<file path="src/rtl/bstep_pkg.sv">
// Shared constants for the binary-step activation scheduler.
package bstep_pkg;

    localparam int unsigned OPERAND_W = 8;

    localparam logic STEP_MODE_EXACT  = 1'b0;
    localparam logic STEP_MODE_APPROX = 1'b1;

endpackage

</file>
<file path="src/rtl/bstep_rr_scheduler_if.sv">
// Request/response channel between neuron lanes, the scheduler and the result collector.
interface bstep_rr_scheduler_if
    import bstep_pkg::*;
#(
    parameter int unsigned NUM_REQ = 4,
    parameter int unsigned ID_W    = 2
) ();

    logic [NUM_REQ-1:0]           req_valid;
    logic [NUM_REQ-1:0]           req_ready;
    logic [OPERAND_W*NUM_REQ-1:0] req_data;
    logic                         cfg_mode;
    logic                         rsp_valid;
    logic                         rsp_ready;
    logic [ID_W-1:0]              rsp_id;
    logic                         rsp_bit;

    modport master (
        output req_valid, req_data, cfg_mode, rsp_ready,
        input  req_ready, rsp_valid, rsp_id, rsp_bit
    );

    modport slave (
        input  req_valid, req_data, cfg_mode, rsp_ready,
        output req_ready, rsp_valid, rsp_id, rsp_bit
    );

endinterface

</file>
<file path="src/rtl/bstep_core.sv">
// Combinational binary-step unit: exact mode tests the sign bit, approximate mode a chosen bit.
module bstep_core
    import bstep_pkg::*;
#(
    parameter int unsigned APPROX_BIT = 0
) (
    input  logic [OPERAND_W-1:0] data_i,
    input  logic                 mode_i,
    output logic                 step_o
);

    // Select the tested bit according to the mode.
    always_comb begin
        step_o = 1'b0;
        case (mode_i)
            STEP_MODE_APPROX: step_o = ~data_i[APPROX_BIT];
            STEP_MODE_EXACT:  step_o = ~data_i[OPERAND_W-1];
            default:          step_o = ~data_i[OPERAND_W-1];
        endcase
    end

endmodule

</file>
<file path="src/rtl/bstep_rr_scheduler.sv">
// Round-robin scheduler sharing one binary-step core between NUM_REQ lanes,
// with a registered tagged response and a saturating count of one-results.
module bstep_rr_scheduler
    import bstep_pkg::*;
#(
    parameter int unsigned NUM_REQ    = 4,
    parameter int unsigned ID_W       = 2,
    parameter int unsigned APPROX_BIT = 0,
    parameter int unsigned CNT_W      = 16
) (
    input  logic                      clk,
    input  logic                      rst,
    bstep_rr_scheduler_if.slave       bus,
    output logic [CNT_W-1:0]          ones_cnt,
    input  logic                      cnt_clr
);

    localparam logic [ID_W-1:0]  LAST_LANE = ID_W'(NUM_REQ - 1);
    localparam logic [CNT_W-1:0] CNT_MAX   = {CNT_W{1'b1}};

    logic [ID_W-1:0]      ptr_q, ptr_d;
    logic                 rsp_valid_q, rsp_valid_d;
    logic [ID_W-1:0]      rsp_id_q, rsp_id_d;
    logic                 rsp_bit_q, rsp_bit_d;
    logic [CNT_W-1:0]     ones_cnt_q, ones_cnt_d;

    logic                 grant_en_s;
    logic                 grant_valid_s;
    logic [ID_W-1:0]      grant_idx_s;
    logic [NUM_REQ-1:0]   req_ready_s;
    logic [OPERAND_W-1:0] core_data_s;
    logic                 core_bit_s;
    logic                 rsp_hs_s;
    int unsigned          lane_s;

    assign grant_en_s = ~rst & (~rsp_valid_q | bus.rsp_ready);
    assign rsp_hs_s   = rsp_valid_q & bus.rsp_ready;

    // Pointer-rotated priority search; scanning from the far end lets the lane
    // nearest the pointer win. Lanes >= NUM_REQ are never visited.
    always_comb begin
        grant_valid_s = 1'b0;
        grant_idx_s   = '0;
        lane_s        = 0;
        for (int k = NUM_REQ - 1; k >= 0; k--) begin
            lane_s = int'(ptr_q) + k;
            if (lane_s >= NUM_REQ) begin
                lane_s = lane_s - NUM_REQ;
            end else begin
                lane_s = lane_s;
            end
            if (bus.req_valid[lane_s] && grant_en_s) begin
                grant_valid_s = 1'b1;
                grant_idx_s   = lane_s[ID_W-1:0];
            end else begin
                grant_valid_s = grant_valid_s;
            end
        end
    end

    // One-hot accept towards the granted lane only.
    always_comb begin
        req_ready_s = '0;
        if (grant_valid_s) begin
            req_ready_s[grant_idx_s] = 1'b1;
        end else begin
            req_ready_s = '0;
        end
    end

    assign core_data_s = bus.req_data[OPERAND_W*int'(grant_idx_s) +: OPERAND_W];

    bstep_core #(
        .APPROX_BIT (APPROX_BIT)
    ) u_core (
        .data_i (core_data_s),
        .mode_i (bus.cfg_mode),
        .step_o (core_bit_s)
    );

    // Response stage and pointer next-state; a grant implies a transfer.
    always_comb begin
        ptr_d       = ptr_q;
        rsp_valid_d = rsp_valid_q;
        rsp_id_d    = rsp_id_q;
        rsp_bit_d   = rsp_bit_q;
        if (grant_valid_s) begin
            rsp_valid_d = 1'b1;
            rsp_id_d    = grant_idx_s;
            rsp_bit_d   = core_bit_s;
            if (grant_idx_s == LAST_LANE) begin
                ptr_d = '0;
            end else begin
                ptr_d = grant_idx_s + ID_W'(1);
            end
        end else if (rsp_hs_s) begin
            rsp_valid_d = 1'b0;
        end else begin
            rsp_valid_d = rsp_valid_q;
        end
    end

    // Saturating ones counter; clear wins over a same-cycle increment.
    always_comb begin
        ones_cnt_d = ones_cnt_q;
        if (cnt_clr) begin
            ones_cnt_d = '0;
        end else if (rsp_hs_s && rsp_bit_q && (ones_cnt_q != CNT_MAX)) begin
            ones_cnt_d = ones_cnt_q + CNT_W'(1);
        end else begin
            ones_cnt_d = ones_cnt_q;
        end
    end

    // State registers; reset drops any pending response.
    always_ff @(posedge clk or posedge rst) begin
        if (rst) begin
            ptr_q       <= '0;
            rsp_valid_q <= 1'b0;
            rsp_id_q    <= '0;
            rsp_bit_q   <= 1'b0;
            ones_cnt_q  <= '0;
        end else begin
            ptr_q       <= ptr_d;
            rsp_valid_q <= rsp_valid_d;
            rsp_id_q    <= rsp_id_d;
            rsp_bit_q   <= rsp_bit_d;
            ones_cnt_q  <= ones_cnt_d;
        end
    end

    assign bus.req_ready = req_ready_s;
    assign bus.rsp_valid = rsp_valid_q;
    assign bus.rsp_id    = rsp_id_q;
    assign bus.rsp_bit   = rsp_bit_q;
    assign ones_cnt      = ones_cnt_q;

endmodule

</file>
<file path="src/flat_wrapper.sv">
// flat-port wrapper written by rule: the top's interface ports become plain ports
module bstep_rr_scheduler_flat import bstep_pkg::*;
#(
    parameter int unsigned NUM_REQ    = 4,
    parameter int unsigned ID_W       = 2,
    parameter int unsigned APPROX_BIT = 0,
    parameter int unsigned CNT_W      = 16
)
  (clk, rst, ones_cnt, cnt_clr, bus_req_valid, bus_req_data, bus_cfg_mode, bus_rsp_ready, bus_req_ready, bus_rsp_valid, bus_rsp_id, bus_rsp_bit);
  bstep_rr_scheduler_if #(.NUM_REQ(NUM_REQ), .ID_W(ID_W)) bus_i ();
  input  logic clk;
  input  logic rst;
  output logic [CNT_W-1:0] ones_cnt;
  input  logic cnt_clr;
  input wire logic [$bits(bus_i.req_valid)-1:0] bus_req_valid;
  input wire logic [$bits(bus_i.req_data)-1:0] bus_req_data;
  input wire logic [$bits(bus_i.cfg_mode)-1:0] bus_cfg_mode;
  input wire logic [$bits(bus_i.rsp_ready)-1:0] bus_rsp_ready;
  output wire logic [$bits(bus_i.req_ready)-1:0] bus_req_ready;
  output wire logic [$bits(bus_i.rsp_valid)-1:0] bus_rsp_valid;
  output wire logic [$bits(bus_i.rsp_id)-1:0] bus_rsp_id;
  output wire logic [$bits(bus_i.rsp_bit)-1:0] bus_rsp_bit;
  assign bus_i.req_valid = bus_req_valid;
  assign bus_i.req_data = bus_req_data;
  assign bus_i.cfg_mode = bus_cfg_mode;
  assign bus_i.rsp_ready = bus_rsp_ready;
  assign bus_req_ready = bus_i.req_ready;
  assign bus_rsp_valid = bus_i.rsp_valid;
  assign bus_rsp_id = bus_i.rsp_id;
  assign bus_rsp_bit = bus_i.rsp_bit;
  bstep_rr_scheduler #(.NUM_REQ(NUM_REQ), .ID_W(ID_W), .APPROX_BIT(APPROX_BIT), .CNT_W(CNT_W)) u_core (.clk(clk), .rst(rst), .bus(bus_i), .ones_cnt(ones_cnt), .cnt_clr(cnt_clr));
endmodule
</file>
<file path="config.mk">
export PLATFORM = sky130hd
export DESIGN_NAME = bstep_rr_scheduler_flat
export DESIGN_NICKNAME = d
export VERILOG_FILES = /design/src/rtl/bstep_pkg.sv /design/src/rtl/bstep_rr_scheduler_if.sv /design/src/rtl/bstep_core.sv /design/src/rtl/bstep_rr_scheduler.sv /design/src/flat_wrapper.sv
export SDC_FILE = /design/constraint.sdc
export NUM_CORES = 1
export LEC_CHECK = 0
export BUFFER_PORTS_ARGS = -buffer_cell sky130_fd_sc_hd__buf_2
export CELL_PAD_IN_SITES_DETAIL_PLACEMENT = 0
export CELL_PAD_IN_SITES_GLOBAL_PLACEMENT = 1
export CORE_UTILIZATION = 36
export CTS_CLUSTER_SIZE = 8
export DETAILED_ROUTE_END_ITERATION = 10
export PLACE_DENSITY = 0.89
export SETUP_SLACK_MARGIN = 0.4
export SLEW_MARGIN = 15
export SYNTH_ARGS = -nofsm -noshare
export SYNTH_HDL_FRONTEND = slang
export SYNTH_SLANG_ARGS = --single-unit
export TNS_END_PERCENT = 20
</file>
<file path="constraint.sdc">
create_clock -name clk -period 2.9 [get_ports clk]
set_input_delay 0.145 -clock clk [delete_from_list [all_inputs] [get_ports clk]]
set_output_delay 0.145 -clock clk [all_outputs]
set_load 0.02 [all_outputs]
</file>
==> key figures, run 1 <==
Run status
  • Status: finished, final reports clean

Power and ir drop
  • Leak pwr: just over 0.0008 µW
  • Sequential Power Share: about 47%
  • Internal cell power: between 500 and 600 µW
  • Clock network fraction of design power: about 30%
  • Sw frac: 31.5%
  • NetSw: around 240 µW
  • Pwr/cell area: ~450 nW/µm²
  • Combinational power share: a little under a quarter
  • Maximum VDD drop: approximately 0.00028 V

Setup path
  • CP max FO: 5
  • CP arrival: ~2100 ps
  • CP required: approximately 2800 ps
  • Reg2reg start: u_core.ones_cnt[1]
  • Setup CP Type: in2out
  • Slowest stage delay, CP: around 550 ps
  • CP max stage cell: dlygate4sd3_1
  • Crit path from: rst
  • Startpoint types: input pin
  • CP Buf/Inv Count: 5
  • Worst path cell trace: dlygate4sd3_1 > buf_2 > inv_1 > o211ai_2 > nor3_2 > inv_1 > ha_1 > and2_1 > buf_2
  • Worst reg-to-reg setup slack: around 840 ps
  • CP delay by family, top: buffers and inverters
  • CP endpoint kind: output pin

Synthesis
  • Ys Warns: 0
  • Sequential area share after synthesis: around two fifths
  • Synth Register Bits: 22
  • Synth top area share: between 30 and 40%
  • Mapped Cells: 150
  • Netlist cell types: 44
  • EDFF count, synth: 0
  • Syn nets: 196
  • Ys async rst share: 100%
  • Post-synthesis area per instance: a little over 9 µm²
  • Synth area leader: dfrtp_1
  • Main synth FF type: dfrtp_1
  • Post-Synthesis Cell Area: 1390 µm²
  • Top post-synthesis cells by area: dfrtp_1, xor2_1, ha_1

Clocking
  • Hold_buf cts: 1
  • CTS resizes: 0
  • CTS tree: yes
  • TritonCTS buffer count: 3
  • Root buffer cell: clkbuf_8
  • Clock transition at path regs: about 80 ps
  • Post-CTS Setup Bufs: 0
  • Clock Sinks: 22
  • Max Root-Sink Buffers: 2
  • Clock H-tree levels: 1
  • Worst-Skew Late Latency: 270 ps

GRT
  • Number of global-route vias before repair: roughly 1300
  • Overflow after GRT: 0
  • Initial antenna violation count: 0
  • Total track usage: 17.6%
  • Largest net degree at the start of global routing: 23
  • First-pass GRT wire length: between 5000 and 6000 µm

Timing
  • Worst hold slack: ~220 ps
  • Period minus WS final: 2220 ps
  • Worst-Margin Slew: around 660 ps
  • Unrepaired setup endpoints after global routing: false
  • Final Cycle Share: about three quarters
  • Final Hold Violating Endpoints: 0
  • Worst Clk Skew: 2.98 ps
  • Fmax: about 450 MHz
  • Slew Limit Fails: 0
  • Setup_tns: 0 ps
  • Max_slew headroom: about 56%
  • Final setup violation count: 0

Drt
  • Total number of vias: 1276
  • TritonRoute pass-1 iters: 4
  • Initial detailed-routing violation count: 33
  • WL/cell: roughly 13 µm
  • Final ANT Viol Nets: 0
  • Via density: between 5 and 6
  • Drt total wl: between 3000 and 4000 µm
  • # DRC: 0

Flow run
  • MaxCap Viol Count: 0

Floorplan
  • Ports: between 60 and 70
  • Row count: 22
  • Initial Utilization: 37.6%
  • Die area: a little over 4000 µm²
  • Die width: about 64 µm
  • DIE HEIGHT: 64.0 µm
  • Core Region: roughly 3700 µm²

Placement
  • Final Wtd Congestion: approximately 0.74
  • Port-buffer cells: 40
  • HPWL after detailed placement: around 2300 µm
  • Post-DP Area: ~1600 µm²

Hold path
  • Hold path startpoint: bus_rsp_ready
  • Hold Crit Class: in2reg

Final layout
  • Fin util: ~46%
  • Fin area: ~1700 µm²
  • Nets: ~240
  • P&R area growth vs syn: 22.9%
  • Ant. Diodes: 0
  • Layout cell share with drive strength beyond 1: ~28%
-- worst min-delay path, stage by stage --
cell and delay [ps]:
buf_2 110, or2b_1 140, nand2_1 50
-- metal layers --
metal | wire (µm) | global-route usage (%) | vias up
met4 | 51 | 7.67 | 0
met2 | 1460 | 29.0 | 34
met5 | 0 | 0 | -
met1 | 1520 | 22.3 | 610
li1 | - | - | 627
met3 | 130 | 3.39 | 5
-- state kept, by name, indices dropped and copies added, names as in the netlist --
| name | count |
|---|---|
| u_core.bus.rsp_valid | 1 |
| u_core.ptr_q | 2 |
| u_core.bus.rsp_bit | 1 |
| u_core.ones_cnt | 16 |
| u_core.bus.rsp_id | 2 |
-- final cells by class --
class	instances	area, µm²
Fill cell	389	1990
Multi-Input combinational cell	121	807
Sequential cell	22	551
Timing Repair Buffer	42	218
Tap cell	48	60.1
Clock buffer	4	55.1
Inverter	3	11.3
-- cells by family after synthesis --
logic type,after synthesis,share of synthesized area [%]
mux,2,2.35
flops,22,39.7
fa+ha+maj,5,4.52
buf+inv,7,1.99
xor+xnor,9,5.69
simple gates,74,29.2
compound gates,31,16.5
-- cells in the final DEF (no fill, tap or decap), types with 2 or more instances in the layout --
master and count:
o31ai_1 3, nand3_1 3, inv_1 3, ha_1 5, or4_1 2, or3_1 3
nand2_1 15, buf_2 40, o21ai_0 3, and3_1 6, nor2_1 16, nand2b_1 5
nor2b_1 3, nand4_1 2, dfrtp_1 22, and4_1 4, a21oi_1 7, xor2_1 8
o211ai_1 5, clkbuf_8 4, nand3b_1 2, and2_1 6, nor4_1 3
-- power by group through the flow --
stage | clock network (µW) | registers (µW) | logic, µW
after floorplan | 0 | 377 | 101
after global placement | 0 | 363 | 172
after detailed placement | 0 | 362 | 178
after CTS | 236 | 357 | 179
after global routing | 247 | 361 | 199
final | 228 | 357 | 177
-- worst paths after layout --
path,endpoint,cells past startpoint
worst max-delay path,bus_req_ready[0],9
worst min-delay path,u_core.bus.rsp_valid,3
min in group asynchronous,u_core.ones_cnt[4],4
worst max register to register,u_core.ones_cnt[1],6
worst min register to register,u_core.bus.rsp_id[1],2
max in group asynchronous,u_core.ones_cnt[10],4
-- cell usage after synthesis (all sizes together), types with 2 or more instances --
| master | number |
|---|---|
| and3 | 6 |
| o31ai | 3 |
| and2 | 6 |
| nand3 | 4 |
| o211ai | 6 |
| ha | 5 |
| clkbuf | 2 |
| nand2 | 15 |
| inv | 3 |
| nor2b | 3 |
| nand2b | 5 |
| nand4 | 2 |
| nor3 | 2 |
| or4 | 2 |
| dfrtp | 22 |
| nor2 | 16 |
| and4 | 4 |
| nor4 | 3 |
| nand3b | 2 |
| o21ai | 5 |
| a21oi | 8 |
| buf | 2 |
| or3 | 3 |
| xor2 | 8 |
-- stage by stage --
step | power (µW) | instances | setup slack, ps
floorplan | 477 | 150 | 859
global placement | 535 | 235 | 857
detailed placement | 539 | 235 | 836
CTS | 772 | 240 | 667
global route | 807 | 240 | 527
finish | 761 | 240 | 681
(Power assumes the default switching activity.)
==> run 2: changes to the inputs <==
--- a/config.mk
+++ b/config.mk
@@ -8,10 +8,10 @@
 export BUFFER_PORTS_ARGS = -buffer_cell sky130_fd_sc_hd__buf_2
 export CELL_PAD_IN_SITES_DETAIL_PLACEMENT = 0
 export CELL_PAD_IN_SITES_GLOBAL_PLACEMENT = 1
-export CORE_UTILIZATION = 36
+export CORE_UTILIZATION = 33
 export CTS_CLUSTER_SIZE = 8
 export DETAILED_ROUTE_END_ITERATION = 10
-export PLACE_DENSITY = 0.89
+export PLACE_DENSITY = 0.83
 export SETUP_SLACK_MARGIN = 0.4
 export SLEW_MARGIN = 15
 export SYNTH_ARGS = -nofsm -noshare
==> constraint.sdc (replaced) <==
create_clock -name clk -period 2.25 [get_ports clk]
set_input_delay 0.1125 -clock clk [delete_from_list [all_inputs] [get_ports clk]]
set_output_delay 0.1125 -clock clk [all_outputs]
set_load 0.02 [all_outputs]
==> key figures, run 2 (synthesis results as in run 1) <==
Drt
  • Initial detailed-routing violation count: 55
  • Final ANT Viol Nets: 0
  • # DRC: 0
  • Via density: 5.30
  • TritonRoute pass-1 iters: 4
  • WL/cell: roughly 14 µm
  • Drt total wl: approximately 3400 µm
  • Total number of vias: around 1300

Setup path
  • Stages on worst setup path: 8
  • CP max stage cell: dfrtp_1
  • Startpoint types: flip-flop
  • CP max FO: 4
  • CP endpoint kind: output pin
  • Worst path cell trace: or2b_1 > o211ai_4 > nor3_4 > buf_6 > inv_4 > ha_2 > and2_4 > buf_6
  • CP required: 2140 ps
  • CP arrival: between 1500 and 2000 ps
  • CP dominant cell by count: buf_6
  • CP delay by family, top: simple AND/OR/NAND/NOR gates
  • Reg2reg path depth: 6
  • Worst reg-to-reg setup slack: between 300 and 400 ps
  • Slowest stage delay, CP: 420 ps
  • CP Buf/Inv Count: 3
  • Setup CP Type: reg2out

Placement
  • Final Wtd Congestion: between 0.7 and 0.8
  • HPWL after detailed placement: between 2000 and 2500 µm
  • Worst slack, placed: 444 ps
  • Port-buffer cells: 40

GRT
  • Total track usage: approximately 17%
  • Number of global-route vias before repair: between 1000 and 1500
  • Overflow after GRT: 0
  • Largest net degree at the start of global routing: 23
  • First-pass GRT wire length: ~5900 µm
  • Initial antenna violation count: 0

Timing
  • Final Hold Violating Endpoints: 0
  • Worst hold slack: about 210 ps
  • Final Cycle Share: between 80% and 90%
  • Unrepaired setup endpoints after global routing: true
  • Setup_tns: 0 ps
  • Worst Clk Skew: about 3.1 ps
  • Period minus WS final: roughly 1900 ps
  • Final setup violation count: 0
  • Worst-Margin Slew: 341 ps
  • Max_slew headroom: between 70% and 80%
  • Fmax: 525 MHz
  • Slew Limit Fails: 0
  • PnR worst setup slack: around 340 ps

Floorplan
  • Die width: 66.8 µm
  • DIE HEIGHT: between 60 and 70 µm
  • Ports: 65
  • Row count: 23
  • Initial Utilization: around 34%
  • Die area: 4460 µm²
  • Core Region: 4030 µm²

Power and ir drop
  • Pwr/cell area: around 560 nW/µm²
  • Leak pwr: around 0.0009 µW
  • Maximum VDD drop: 0.000238 V
  • Tot Pwr: ~1100 µW

Final layout
  • Fin util: between 40% and 50%
  • Layout cell share with drive strength beyond 1: between 40% and 50%
  • Commonest cells after routing, fill and taps aside: buf_2, dfrtp_1, nand2_1, nor2_1, buf_4
  • Nets: 250
  • P&R area growth vs syn: 39.7%
  • Ant. Diodes: 0
  • Most common cell after layout, fill and taps aside: buf_2
  • Max reg flops: 16

Hold path
  • Hold Crit Class: in2reg
  • Worst hold path depth: 2

Clocking
  • Clock Sinks: 22
  • Root buffer cell: clkbuf_8
  • Clock H-tree levels: 1
  • Clock transition at path regs: roughly 80 ps
  • Max Root-Sink Buffers: 2
  • Worst-Skew Late Latency: between 200 and 300 ps
  • CTS tree: yes
  • TritonCTS buffer count: 3

Run status
  • Status: finished, final reports clean

Flow run
  • MaxCap Viol Count: 0
==> run 2: cell types whose count changed in the layout (fill, tap and decap cells not counted), sizes merged <==
cell | previous run | this run
clkinvlp | 0 | 1
inv | 3 | 2
buf | 41 | 52
==> run 2: path summary, 6_finish.rpt <==
check / from / endpoint
worst max-delay path: u_core.bus.rsp_valid / bus_req_ready[2]
worst min-delay path: cnt_clr / u_core.ones_cnt[9]
worst min register to register: u_core.bus.rsp_id[0] / u_core.bus.rsp_id[0]
max in group asynchronous: rst / u_core.ptr_q[1]
min in group asynchronous: rst / u_core.bus.rsp_valid
worst max register to register: u_core.bus.rsp_valid / u_core.bus.rsp_bit
==> run 2: what timing repair did <==
action                                  in CTS  in global routing
pin swaps                                    8                  4
endpoints found under the setup margin       4                 14
hold buffers                                 1                  0
setup buffers                                6                  2
endpoints found under the hold margin       22                  0
gates resized for setup                     30                  9
==> run 2: stage by stage <==
step	cells	instance area [µm²]
6_report	253	1940
5_1_grt	253	1940
4_1_cts	251	1890
3_5_place_dp	240	1670
3_3_place_gp	240	1670
2_1_floorplan	150	1400
==> run 2: cell type report <==
cell class / count / area [µm²]
inverter: 3 / 20.0
sequential: 22 / 554
multi-input combinational: 121 / 907
clock buffer: 4 / 55.1
fill: 404 / 2090
tap: 50 / 62.6
timing repair buffer: 53 / 337
==> run 2: power by group <==
group	internal [µW]	leakage (µW)	switching (µW)
sequential	428	0.000291	40.1
combinational	159	0.000582	168
clock	156	0.0000288	129
total	743	0.000902	337
==> run 2: per-layer routing <==
| layer | vias to the layer above | share of wire (%) | global-route usage [%] |
|---|---|---|---|
| li1 | 654 | - | - |
| met1 | 632 | 45 | 20.3 |
| met2 | 48 | 50 | 30.9 |
| met3 | 7 | 4.0 | 2.23 |
| met4 | 0 | 1.4 | 6.65 |
| met5 | - | 0 | 0 |
